$ cat src/rtl/accel_ctrl_mc_pkg.sv
// accel_ctrl_mc_pkg -- shared definitions for the accelerator controller.
//
// Holds the word offsets of the register map and the per-channel state
// type used by accel_ch_fsm. Imported by accel_ch_fsm and accel_ctrl_mc.
//
// Optional feature macro used by the files that import this package:
//   ACCEL_CTRL_TIMEOUT_EN -- enables the per-channel run timeout.

package accel_ctrl_mc_pkg;

  // Register map, word addresses
  localparam int REG_GCTRL    = 0;
  localparam int REG_START    = 1;
  localparam int REG_BUSY     = 2;
  localparam int REG_DONE     = 3;
  localparam int REG_ERR      = 4;
  localparam int REG_IMASK    = 5;
  localparam int REG_TIMEOUT  = 6;
  localparam int REG_ID       = 7;
  localparam int REG_CNT_BASE = 8;

  // Channel state
  typedef enum logic {
    CH_IDLE = 1'b0,
    CH_RUN  = 1'b1
  } ch_state_t;

endpackage

$ cat src/rtl/accel_ch_fsm.sv
// accel_ch_fsm -- one accelerator channel: IDLE/RUN FSM, run-cycle counter
// and (optionally) run timeout.
//
// Ports:
//   clk, rst      : clock, asynchronous active-high reset
//   start_req     : START register write with this channel's bit set
//   done, err     : completion / error pulses from the accelerator
//   timeout       : timeout threshold (0 = disabled)
//   start_pulse   : registered one-cycle start pulse to the accelerator
//   abort_pulse   : registered one-cycle abort pulse on timeout
//   busy          : high while in RUN
//   set_done      : combinational request to set the sticky DONE bit
//   set_err       : combinational request to set the sticky ERR bit
//   cnt           : run-cycle counter, saturating, held in IDLE
//
// Macro: ACCEL_CTRL_TIMEOUT_EN enables the timeout; without it abort_pulse
// is tied low and the timeout input is ignored.

module accel_ch_fsm
  import accel_ctrl_mc_pkg::*;
#(
  parameter int CNT_WIDTH = 16
) (
  input  logic                 clk,
  input  logic                 rst,
  input  logic                 start_req,
  input  logic                 done,
  input  logic                 err,
  input  logic [CNT_WIDTH-1:0] timeout,
  output logic                 start_pulse,
  output logic                 abort_pulse,
  output logic                 busy,
  output logic                 set_done,
  output logic                 set_err,
  output logic [CNT_WIDTH-1:0] cnt
);

  ch_state_t state_q, state_d;
  logic      start_d;
  logic      abort_d;
  logic      timeout_hit;

`ifdef ACCEL_CTRL_TIMEOUT_EN
  assign timeout_hit = (timeout != '0) && (cnt == timeout);
`else
  logic unused_timeout;
  assign unused_timeout = ^timeout;
  assign timeout_hit    = 1'b0;
`endif

  assign busy = (state_q == CH_RUN);

  // Next-state logic. Done and error both end the run and may fire together;
  // a timeout only aborts when neither arrived in the same cycle, so a
  // last-moment completion is reported as a success rather than an abort.
  always_comb begin
    state_d  = state_q;
    start_d  = 1'b0;
    abort_d  = 1'b0;
    set_done = 1'b0;
    set_err  = 1'b0;
    case (state_q)
      CH_IDLE: begin
        if (start_req) begin
          state_d = CH_RUN;
          start_d = 1'b1;
        end
      end
      CH_RUN: begin
        set_done = done;
        set_err  = err;
        if (done || err) begin
          state_d = CH_IDLE;
        end else if (timeout_hit) begin
          state_d = CH_IDLE;
          abort_d = 1'b1;
          set_err = 1'b1;
        end
      end
      default: state_d = CH_IDLE;
    endcase
  end

  // State, start pulse and counter. The counter clears on the same edge that
  // issues the start pulse and then counts every RUN cycle up to all-ones.
  always_ff @(posedge clk or posedge rst) begin
    if (rst) begin
      state_q     <= CH_IDLE;
      start_pulse <= 1'b0;
      cnt         <= '0;
    end else begin
      state_q     <= state_d;
      start_pulse <= start_d;
      if (start_d) begin
        cnt <= '0;
      end else if ((state_q == CH_RUN) && (cnt != '1)) begin
        cnt <= cnt + 1'b1;
      end
    end
  end

`ifdef ACCEL_CTRL_TIMEOUT_EN
  // Registered abort pulse, coincident with the drop back to IDLE.
  always_ff @(posedge clk or posedge rst) begin
    if (rst) begin
      abort_pulse <= 1'b0;
    end else begin
      abort_pulse <= abort_d;
    end
  end
`else
  logic unused_abort;
  assign unused_abort = abort_d;
  assign abort_pulse  = 1'b0;
`endif

endmodule

$ cat src/rtl/accel_ctrl_mc.sv
// accel_ctrl_mc -- multi-channel accelerator controller: register file,
// interrupt generation and N_CH instances of accel_ch_fsm.
//
// Ports:
//   clk, rst   : clock, asynchronous active-high reset
//   cfg_en     : register access request
//   cfg_addr   : word address
//   cfg_we     : 1 = write, 0 = read
//   cfg_be     : byte enables for writes
//   cfg_wdata  : write data
//   cfg_rdata  : read data, registered, valid the cycle after a read
//   ch_start   : one-cycle start pulse per channel
//   ch_done    : per-channel completion pulse
//   ch_err     : per-channel error pulse
//   ch_abort   : one-cycle abort pulse per channel (timeout)
//   irq        : registered level interrupt
//
// Macro: ACCEL_CTRL_TIMEOUT_EN enables the TIMEOUT register and channel
// timeouts; without it TIMEOUT reads 0 and ch_abort stays low.

module accel_ctrl_mc
  import accel_ctrl_mc_pkg::*;
#(
  parameter int N_CH       = 4,
  parameter int DATA_WIDTH = 32,
  parameter int ADDR_WIDTH = 4,
  parameter int CNT_WIDTH  = 16
) (
  input  logic                    clk,
  input  logic                    rst,
  input  logic                    cfg_en,
  input  logic [ADDR_WIDTH-1:0]   cfg_addr,
  input  logic                    cfg_we,
  input  logic [DATA_WIDTH/8-1:0] cfg_be,
  input  logic [DATA_WIDTH-1:0]   cfg_wdata,
  output logic [DATA_WIDTH-1:0]   cfg_rdata,
  output logic [N_CH-1:0]         ch_start,
  input  logic [N_CH-1:0]         ch_done,
  input  logic [N_CH-1:0]         ch_err,
  output logic [N_CH-1:0]         ch_abort,
  output logic                    irq
);

  localparam logic [7:0] ID_NCH = 8'(N_CH);
  localparam logic [7:0] ID_CW  = 8'(CNT_WIDTH);

  logic                  wr_en;
  logic                  rd_en;
  logic [DATA_WIDTH-1:0] wmask;
  logic [DATA_WIDTH-1:0] wdata_m;
  logic [DATA_WIDTH-1:0] rd_val;

  logic                  irq_en_q, irq_en_d;
  logic [N_CH-1:0]       imask_q, imask_d;
  logic [N_CH-1:0]       done_q, done_d;
  logic [N_CH-1:0]       err_q, err_d;
  logic [N_CH-1:0]       done_clr, err_clr;
  logic [N_CH-1:0]       start_req;
  logic [N_CH-1:0]       busy;
  logic [N_CH-1:0]       set_done, set_err;
  logic [CNT_WIDTH-1:0]  cnt [N_CH];

`ifdef ACCEL_CTRL_TIMEOUT_EN
  logic [CNT_WIDTH-1:0]  timeout_q, timeout_d;
`else
  logic [CNT_WIDTH-1:0]  timeout_q;
  assign timeout_q = '0;
`endif

  assign wr_en   = cfg_en & cfg_we;
  assign rd_en   = cfg_en & ~cfg_we;
  assign wdata_m = cfg_wdata & wmask;

  // Only the low N_CH / CNT_WIDTH bits of the masked write data land
  // anywhere; the rest are intentionally dropped.
  logic unused_wdata;
  assign unused_wdata = ^wdata_m;

  // Expand byte enables to a per-bit write mask.
  always_comb begin
    wmask = '0;
    for (int b = 0; b < DATA_WIDTH; b++) begin
      wmask[b] = cfg_be[b/8];
    end
  end

  // Register write decode and next values. Sticky bits OR in the hardware
  // set after applying the W1C clear, so a same-cycle set always wins.
  always_comb begin
    irq_en_d  = irq_en_q;
    imask_d   = imask_q;
    done_clr  = '0;
    err_clr   = '0;
    start_req = '0;
`ifdef ACCEL_CTRL_TIMEOUT_EN
    timeout_d = timeout_q;
`endif
    if (wr_en) begin
      case (cfg_addr)
        ADDR_WIDTH'(REG_GCTRL): if (wmask[0]) irq_en_d = cfg_wdata[0];
        ADDR_WIDTH'(REG_START): start_req = wdata_m[N_CH-1:0];
        ADDR_WIDTH'(REG_DONE):  done_clr  = wdata_m[N_CH-1:0];
        ADDR_WIDTH'(REG_ERR):   err_clr   = wdata_m[N_CH-1:0];
        ADDR_WIDTH'(REG_IMASK): imask_d   = (imask_q & ~wmask[N_CH-1:0]) | wdata_m[N_CH-1:0];
`ifdef ACCEL_CTRL_TIMEOUT_EN
        ADDR_WIDTH'(REG_TIMEOUT): timeout_d = (timeout_q & ~wmask[CNT_WIDTH-1:0]) | wdata_m[CNT_WIDTH-1:0];
`endif
        default: ;
      endcase
    end
    done_d = (done_q & ~done_clr) | set_done;
    err_d  = (err_q  & ~err_clr)  | set_err;
  end

  // Read mux over the current (pre-write) register values.
  always_comb begin
    rd_val = '0;
    case (cfg_addr)
      ADDR_WIDTH'(REG_GCTRL):   rd_val[0]        = irq_en_q;
      ADDR_WIDTH'(REG_BUSY):    rd_val[N_CH-1:0] = busy;
      ADDR_WIDTH'(REG_DONE):    rd_val[N_CH-1:0] = done_q;
      ADDR_WIDTH'(REG_ERR):     rd_val[N_CH-1:0] = err_q;
      ADDR_WIDTH'(REG_IMASK):   rd_val[N_CH-1:0] = imask_q;
      ADDR_WIDTH'(REG_TIMEOUT): rd_val           = DATA_WIDTH'(timeout_q);
      ADDR_WIDTH'(REG_ID):      rd_val           = DATA_WIDTH'({ID_NCH, ID_CW});
      default: ;
    endcase
    for (int c = 0; c < N_CH; c++) begin
      if (cfg_addr == ADDR_WIDTH'(REG_CNT_BASE + c)) begin
        rd_val = DATA_WIDTH'(cnt[c]);
      end
    end
  end

  // Register file, read data and interrupt. irq is computed from the next
  // register values so it rises on the same edge the sticky bit is set,
  // i.e. one cycle after the channel's done/err pulse.
  always_ff @(posedge clk or posedge rst) begin
    if (rst) begin
      irq_en_q  <= 1'b0;
      imask_q   <= '0;
      done_q    <= '0;
      err_q     <= '0;
      cfg_rdata <= '0;
      irq       <= 1'b0;
    end else begin
      irq_en_q  <= irq_en_d;
      imask_q   <= imask_d;
      done_q    <= done_d;
      err_q     <= err_d;
      if (rd_en) begin
        cfg_rdata <= rd_val;
      end
      irq <= irq_en_d & (|((done_d | err_d) & imask_d));
    end
  end

`ifdef ACCEL_CTRL_TIMEOUT_EN
  // Timeout threshold register.
  always_ff @(posedge clk or posedge rst) begin
    if (rst) begin
      timeout_q <= '0;
    end else begin
      timeout_q <= timeout_d;
    end
  end
`endif

  for (genvar c = 0; c < N_CH; c++) begin : g_ch
    accel_ch_fsm #(
      .CNT_WIDTH (CNT_WIDTH)
    ) u_ch (
      .clk         (clk),
      .rst         (rst),
      .start_req   (start_req[c]),
      .done        (ch_done[c]),
      .err         (ch_err[c]),
      .timeout     (timeout_q),
      .start_pulse (ch_start[c]),
      .abort_pulse (ch_abort[c]),
      .busy        (busy[c]),
      .set_done    (set_done[c]),
      .set_err     (set_err[c]),
      .cnt         (cnt[c])
    );
  end

endmodule
$ cat config.mk
export PLATFORM = sky130hd
export DESIGN_NAME = accel_ctrl_mc
export DESIGN_NICKNAME = d
export VERILOG_FILES = /design/src/rtl/accel_ctrl_mc_pkg.sv /design/src/rtl/accel_ch_fsm.sv /design/src/rtl/accel_ctrl_mc.sv
export SDC_FILE = /design/constraint.sdc
export NUM_CORES = 1
export LEC_CHECK = 0
export ABC_CLOCK_PERIOD_IN_PS = 2400
export CAP_MARGIN = 10
export CORE_UTILIZATION = 54
export DETAILED_ROUTE_END_ITERATION = 8
export HOLD_SLACK_MARGIN = 0.1
export PLACE_DENSITY = 0.8
export RECOVER_POWER = 100
export SYNTH_ARGS = -nofsm -noshare
export SYNTH_HDL_FRONTEND = slang
export SYNTH_HIERARCHICAL = 1
export SYNTH_SLANG_ARGS = --single-unit
$ cat constraint.sdc
create_clock -name clk -period 2.4 [get_ports clk]
set_input_delay 0.48 -clock clk [delete_from_list [all_inputs] [get_ports clk]]
set_output_delay 0.48 -clock clk [all_outputs]
set_load 0.05 [all_outputs]
### Word level (Yosys, flattened, before mapping)

Index checks and enable logic that the tools add are counted.

* bits of input ports: 52
* register bits: 118

* mux-type cells: 50
* $add $sub $neg: 4
* reductions and logical operators: 14
* eq/ne operators: 14
* bitwise gates (word level): 20

Operators by type and width (number)
* 16-bit two-way mux: 8
* 32-bit two-way mux: 4
* 16-bit by 1-bit adder with 16-bit output (second input constant): 4
* 16-bit inequality test (second input constant): 4
* 4-bit two-way mux: 8
* 1-bit two-way mux: 23
* 4-bit AND: 5
* 4-bit == test (second input constant): 4
* 4-bit bitwise OR: 4
* 4-bit by 3-bit == test with 1-bit output (second input constant): 3
* 4-bit NOT: 3
* 3-bit one-hot mux with 4 select lines: 1
* 4-bit by 2-bit == test with 1-bit output (second input constant): 2
* 1-bit one-hot mux with 2 select lines: 4
* 2-bit nonzero test: 4
* 7-bit two-way mux: 1
* 1-bit NOT: 5
* 1-bit one-hot mux with 5 select lines: 1
* 4-bit by 1-bit == test with 1-bit output (second input constant): 1
* 1-bit logical AND: 4
* 4-bit zero test: 1
* 1-bit logical OR: 4
* 4-bit OR reduction: 1
* 1-bit AND: 3

### Logic depth before layout (Yosys ltp)

Gate-level depths: netlist of the first run.

* depth after elaboration: 10
* mapped depth: 8

### By module

Netlist of the first run, hierarchy kept.

By module, submodules not included
* accel_ch_fsm: times used 4, sequential area each 450.4 µm², cells an instance 104, area an instance 1021.0 µm²
* accel_ctrl_mc: times used 1, sequential area each 750.7 µm², cells an instance 194, area an instance 2018.2 µm²

### Worst setup path before layout of the first run

No wires, ideal clock.

* path kind: input -> register
* start: input cfg_addr[0]
* end: register irq
* required time: 2.271 ns
* stages on the path: 6
* path slack: 0.244 ns
* arrival time: 2.027 ns
* buffers on the path: 1
* cell sequence: buf_6 > or4b_4 > nor2_4 > a21boi_1 > o41a_1 > o41a_1

* longest elaborated chain between the ends: 10
* elaborated cells between the ends (all ways): 22
* classes of those cells: eq/ne: 3; mux: 8; bitwise: 9; reduce/logical: 2

RTL lines
* from (decl): line accel_ctrl_mc.sv:32 `input logic [ADDR_WIDTH-1:0] cfg_addr,`
* 4-bit by 2-bit == test with 1-bit output / 4-bit by 3-bit == test with 1-bit output (equally long branches): line accel_ctrl_mc.sv:99 `case (cfg_addr)`
* 4-bit two-way mux: line accel_ctrl_mc.sv:99
* 4-bit two-way mux: line accel_ctrl_mc.sv:98 `if (wr_en) begin`
* 4-bit NOT (on tied branches): line accel_ctrl_mc.sv:111, accel_ctrl_mc.sv:112
* 4-bit AND (on tied branches): line accel_ctrl_mc.sv:111, accel_ctrl_mc.sv:112
* 4-bit bitwise OR (on tied branches): line accel_ctrl_mc.sv:111, accel_ctrl_mc.sv:112
* 4-bit bitwise OR: line accel_ctrl_mc.sv:154 `irq <= irq_en_d & (|((done_d | err_d) & imask_d));`
* 4-bit AND: line accel_ctrl_mc.sv:154
* 4-bit OR reduction: line accel_ctrl_mc.sv:154
* 1-bit AND (*): line accel_ctrl_mc.sv:154
* to (signal assigned): line accel_ctrl_mc.sv:154
* to (decl): line accel_ctrl_mc.sv:41 `output logic irq`

Mark *: on every way between the ends. The rest lies on a longest branch, timed or not.
A chain may end at the register's enable or synchronous reset.

### Worst setup path after layout of the first run

* start: input cfg_addr[3]
* end: register irq

The elaborated chain is that of the path after synthesis.

==> impl_metrics.py, run 1 <==
metrics = {
    "cells_and_area": {
        "finalNonFillerCells": 827,
        "fin_area_um2": 7150,
        "drive_gt1_frac": 0.169,
        "nFillCells": 877,
        "nets": 738,
        "fin_util": 0.654,
        "antennaDiodeCount": 0,
        "syn2layout_area_growth_pct": 17.2,
    },
    "cts": {
        "post_cts_buffers": 0,
        "clock-root-buffer": "clkbuf_16",
        "clkLatencyLatePin_ns": 0.35,
        "cts_buffer_depth": 2,
        "cts_made_buffers": 9,
        "cts_tree": "yes",
        "cts_sinks": 102,
        "holdBufCountCts": 0,
        "cts.clk_slew.worst_paths_ns": 0.06,
        "htreeDepth": 3,
    },
    "synth": {
        "synth_cell_types": 61,
        "yosysTopAreaCell": "dfrtp_1",
        "synthCells": 610,
        "yosys_most_used_dff": "dfrtp_1",
        "ys_seq_area_frac": 0.418,
        "ys_seq_elements": 102,
        "synth_top_area_frac": 0.418,
        "ys_async_sr_fraction": 1.00,
        "ys_warn_count": 6,
        "synth_area_leaders": "dfrtp_1 42%, mux2i_1 4.6%, nand2_1 4.6%",
        "syn-mean-instance-area_um2": 10.0,
        "syn_area_um2": 6100,
        "synth_edf_count": 0,
    },
    "grt": {
        "grt_pass1_vias": 5078,
        "grt_use_total": 0.290,
        "grt_pass1_wl_um": 25700,
        "grt_max_degree": 30,
        "antenna_found_initial": 0,
        "grt-ovfl-total": 0,
    },
    "timing": {
        "hold_viol": 0,
        "hold_slack_ns": 0.501,
        "finalCritPeriodShare": 0.986,
        "fmax_ghz": 0.422,
        "timing.final.crit_period_ns": 2.37,
        "drv_slew": 0,
        "setup_violations": 0,
        "fin_skew_ns": 0.00773,
        "tightest_slew_ns": 1.14,
        "slew_headroom": 0.242,
    },
    "placement": {
        "dpl_cell_area_um2": 6850,
        "dp_hpwl_um": 11700,
        "port_buffers": 41,
        "placed_cells": 811,
        "routabilityCongestion": 0.962,
    },
    "drt": {
        "drt_iter0_drc": 346,
        "drc": 0,
        "antenna_left": 0,
        "wl_per_cell_um": 19.1,
        "vias": 5165,
        "wl_um": 15800,
        "via_per_inst": 6.25,
        "first_pass_iters": 5,
    },
    "power": {
        "p_leak_nw": 3.22,
        "power_density_nw_per_um2": 596,
        "irDropWorstVdd_uv": 376,
    },
    "die": {
        "die_h_um": 108,
        "io_pins": 93,
        "dieArea_um2": 11700,
        "initial_core_util": 0.558,
        "core_um2": 10900,
        "rows": 38,
        "die_w_um": 108,
    },
    "setup_path": {
        "regToRegSetupSlack_ns": 0.37,
        "cp.required_ns": 2.63,
        "critPathArrivalTime_ns": 2.60,
        "critPathKind": "in2reg",
        "cp-start-kind": "primary input",
        "end_kind": "flop",
        "worstPathMaxFanout": 9,
    },
    "flow_run": {
        "drv_cap": 0,
    },
    "worst_hold_path": {
        "hold_path.class": "reg2reg",
    },
    "outcome": {
        "outcome": "completed",
    },
}
critical path, stage by stage:
cell	delay, ns
clkdlybuf4s50_1	0.50
buf_4	0.22
nor4_4	0.33
buf_4	0.17
a21boi_0	0.11
o41a_1	0.41
o41a_1	0.37
layer usage:
metal,global-route usage,vias to the layer above,share of wire
met4,0.148,0,0.035
met1,0.383,2567,0.43
met2,0.460,175,0.48
met3,0.0530,39,0.055
li1,-,2384,-
met5,0,-,0
worst paths after layout:
path	startpoint	to	depth (start not counted)
worst min register to register	cfg_rdata[0]$_DFFE_PP0P_	cfg_rdata[0]$_DFFE_PP0P_	2
worst max register to register	g_ch[2].u_ch/cnt[0]$_DFFE_PP0P_	g_ch[2].u_ch/cnt[1]$_DFFE_PP0P_	5
worst min-delay path	cfg_rdata[0]$_DFFE_PP0P_	cfg_rdata[0]$_DFFE_PP0P_	2
max in group asynchronous	rst	cfg_rdata[3]$_DFFE_PP0P_	3
min in group asynchronous	rst	g_ch[3].u_ch/cnt[1]$_DFFE_PP0P_	2
worst max-delay path	cfg_addr[3]	irq$_DFF_PP0_	7
where the power goes:
part	leakage [nW]	switching, W	internal [W]	total, W
Combinational	1.84	0.000453	0.000325	0.000778
Clock	0.128	0.000615	0.000733	0.00135
Sequential	1.26	0.000265	0.00187	0.00214
metrics by stage:
stage	total power, W	TNS (ns)	setup slack [ns]
2_1_floorplan	0.00266	0	0.244
4_1_cts	0.00428	0	0.00331
5_1_grt	0.00445	-0.0188	-0.0188
3_3_place_gp	0.00289	-22.05	-0.468
3_5_place_dp	0.00293	-22.12	-0.480
6_report	0.00426	0	0.0331
state kept, by name, summed over array words and instances, names as in the netlist:
| signal | flops |
|---|---|
| irq_en_q | 1 |
| err_q | 4 |
| cfg_rdata | 16 |
| g_ch.u_ch/start_pulse | 4 |
| done_q | 4 |
| g_ch.u_ch/busy | 4 |
| g_ch.u_ch/cnt | 64 |
| irq | 1 |
| imask_q | 4 |
cell families after synthesis:
kind of cell / share of synthesized area
xor+xnor: 0.00574
simple gates: 0.273
compound gates: 0.142
flops: 0.418
mux: 0.101
buf+inv: 0.0488
other cells: 0.00308
fa+ha+maj: 0.00820
Yosys cell counts (all sizes together) (17+ instances only):
cell type and number:
mux2i 28, nor2 30, clkbuf 19, nand3 31, nor3 19, nand2 74
o21ai 17, dfrtp 102, a21oi 19, nand4 20, buf 22
cells in the final DEF (no fill, tap or decap), drive strengths merged, types with 12 or more instances in the layout:
master         netlist  layout
mux2i               28      28
buf                 22      44
conb                 5      20
or2                 12      12
o21ai               17      17
dfrtp              102     102
and2                16      16
clkbuf              19      17
clkdlybuf4s50        0      37
nand3               31      31
nor2                30      30
nand4               20      20
nand2               74      74
mux4                12      12
nor3                19      19
or4                 16      16
a22o                14      14
and3                12      12
a21oi               19      19
inv                 16      16
final cells by class:
| class | count | area, µm² | share of cell area |
|---|---|---|---|
| repair buffers | 87 | 752 | 0.105 |
| inverters | 16 | 60.1 | 0.00840 |
| clock inverters | 1 | 5.00 | 0.000700 |
| clock buffers | 15 | 258 | 0.0361 |
| well taps | 140 | 175 | 0.0245 |
| multi-input cells | 466 | 3350 | 0.468 |
| flip-flops and latches | 102 | 2550 | 0.357 |
timing repair:
item                                    in CTS  in global routing
gates resized for setup                      3                  7
endpoints found under the setup margin      13                 16
pin swaps                                    0                  0
No activity file was read; power rests on OpenSTA's default activity.
==> inputs of run 2 (changes only) <==
- CORE_ASPECT_RATIO: unset -> 1.4
- CTS_BUF_LIST: unset -> sky130_fd_sc_hd__clkbuf_8
==> impl_metrics.py, run 2 (synthesis results as in run 1) <==
metrics = {
    "setup_path": {
        "cp-start-kind": "primary input",
        "critPathArrivalTime_ns": 2.59,
        "cp.required_ns": 2.67,
        "critPathKind": "in2reg",
        "worstPathMaxFanout": 5,
        "end_kind": "flop",
    },
    "cells_and_area": {
        "regArea_um2": 2550,
        "nets": 734,
        "drive_gt1_frac": 0.145,
        "antennaDiodeCount": 0,
        "reg_top3": "g_ch.u_ch/cnt: 64 flops, cfg_rdata: 16 flops",
        "final_common_cell": "dfrtp_1",
        "fin_area_um2": 6970,
        "multi_input_area_um2": 3310,
        "syn2layout_area_growth_pct": 14.3,
        "finalNonFillerCells": 824,
        "nFillCells": 886,
        "largest_reg_flops": 64,
        "regMostFlops": "g_ch.u_ch/cnt",
        "mostFrequentLayoutCells": "102 x dfrtp_1, 74 x nand2_1, 30 x nand3_1",
    },
    "placement": {
        "dpl_cell_area_um2": 6840,
        "routabilityCongestion": 0.918,
        "port_buffers": 41,
        "dp_hpwl_um": 11400,
        "placed_cells": 808,
    },
    "die": {
        "io_pins": 93,
        "die_h_um": 128,
        "dieArea_um2": 11700,
        "rows": 45,
        "die_w_um": 91.8,
        "initial_core_util": 0.559,
        "core_um2": 10900,
    },
    "timing": {
        "fin_skew_ns": 0.00695,
        "hold_viol": 0,
        "finalCritPeriodShare": 0.967,
        "tns_ns": 0,
        "setup_violations": 0,
        "hold_slack_ns": 0.498,
        "drv_slew": 0,
        "tightest_slew_ns": 0.860,
        "slew_headroom": 0.424,
        "fmax_ghz": 0.431,
        "timing.final.crit_period_ns": 2.32,
        "rsz0062_at_grt": "no",
    },
    "power": {
        "irDropWorstVdd_uv": 297,
        "power_density_nw_per_um2": 569,
        "p_leak_nw": 3.18,
    },
    "grt": {
        "grt_use_total": 0.275,
        "grt_pass1_vias": 4924,
        "grt_pass1_wl_um": 25200,
        "grt_max_degree": 31,
        "grt-ovfl-total": 0,
        "antenna_found_initial": 0,
    },
    "cts": {
        "clock-root-buffer": "clkbuf_8",
        "cts_made_buffers": 9,
        "cts_buffer_depth": 2,
        "cts.clk_slew.worst_paths_ns": 0.10,
        "clkLatencyLatePin_ns": 0.38,
        "holdBufCountCts": 0,
        "cts_sinks": 102,
        "cts_tree": "yes",
        "htreeDepth": 3,
    },
    "worst_hold_path": {
        "hold_path.class": "reg2reg",
    },
    "drt": {
        "antenna_left": 0,
        "drt_iter0_drc": 380,
        "first_pass_iters": 5,
        "via_per_inst": 6.27,
        "wl_per_cell_um": 18.6,
        "drc": 0,
        "wl_um": 15400,
        "vias": 5168,
    },
    "outcome": {
        "outcome": "completed",
    },
    "flow_run": {
        "drv_cap": 0,
    },
}
## run 2: changes by cell type in the layout (fill, tap and decap cells not counted), moves of 8 or more
cell	delta
buf_4	-26
dlygate4sd3_1	+21
clkdlybuf4s50_1	-18
clkbuf_16	-9
clkbuf_8	+8
## run 2: final timing paths
kind | start | to | slack (ns) | cells past startpoint
max | cfg_addr[0] | irq$_DFF_PP0_ | 0.08 | 6
min in group asynchronous | rst | g_ch[0].u_ch/cnt[15]$_DFFE_PP0P_ | 0.79 | 2
max reg2reg | g_ch[1].u_ch/cnt[0]$_DFFE_PP0P_ | g_ch[1].u_ch/cnt[1]$_DFFE_PP0P_ | 0.18 | 5
min | cfg_rdata[10]$_DFFE_PP0P_ | cfg_rdata[10]$_DFFE_PP0P_ | 0.50 | 2
max in group asynchronous | rst | cfg_rdata[0]$_DFFE_PP0P_ | 0.95 | 3
min reg2reg | cfg_rdata[10]$_DFFE_PP0P_ | cfg_rdata[10]$_DFFE_PP0P_ | 0.50 | 2
## run 2: critical path, cell delays in order
cell and delay, ns:
clkdlybuf4s50_1 0.49, or4b_1 0.60, nor2_4 0.19, a21boi_1 0.10
o41a_1 0.32, o41a_1 0.41
## run 2: where the power goes
part           total (W)  switching, W  internal, W
clock            0.00110      0.000618     0.000478
combinational   0.000754      0.000447     0.000306
sequential       0.00212      0.000248      0.00187
total            0.00397       0.00131      0.00265
## run 2: final cells by class
type	count	share of cell area
Tap cell	141	0.0253
Inverter	16	0.00861
Multi-Input combinational cell	466	0.475
Sequential cell	102	0.366
Clock buffer	9	0.0178
Clock inverter	7	0.00933
Timing Repair Buffer	83	0.0978
## run 2: layer usage
layer	track usage	wire length, µm	vias to the layer above
li1	-	-	2383
met1	0.348	6160	2509
met2	0.455	7670	227
met3	0.0415	882	49
met4	0.147	638	0
met5	0	0	-
## run 2: stage by stage
| stage | worst slack [ns] | total power [W] | util |
|---|---|---|---|
| floorplan | 0.244 | 0.00266 | - |
| global placement | -0.345 | 0.00288 | 0.626 |
| detailed placement | -0.412 | 0.00291 | 0.626 |
| CTS | 0.0859 | 0.00399 | 0.644 |
| global route | 0.0345 | 0.00414 | 0.638 |
| finish | 0.0785 | 0.00397 | 0.638 |
## run 2: what timing repair did
item,CTS,global route
setup buffers,0,0
endpoints found under the setup margin,2,3
resized for setup,1,3
cloned,0,0
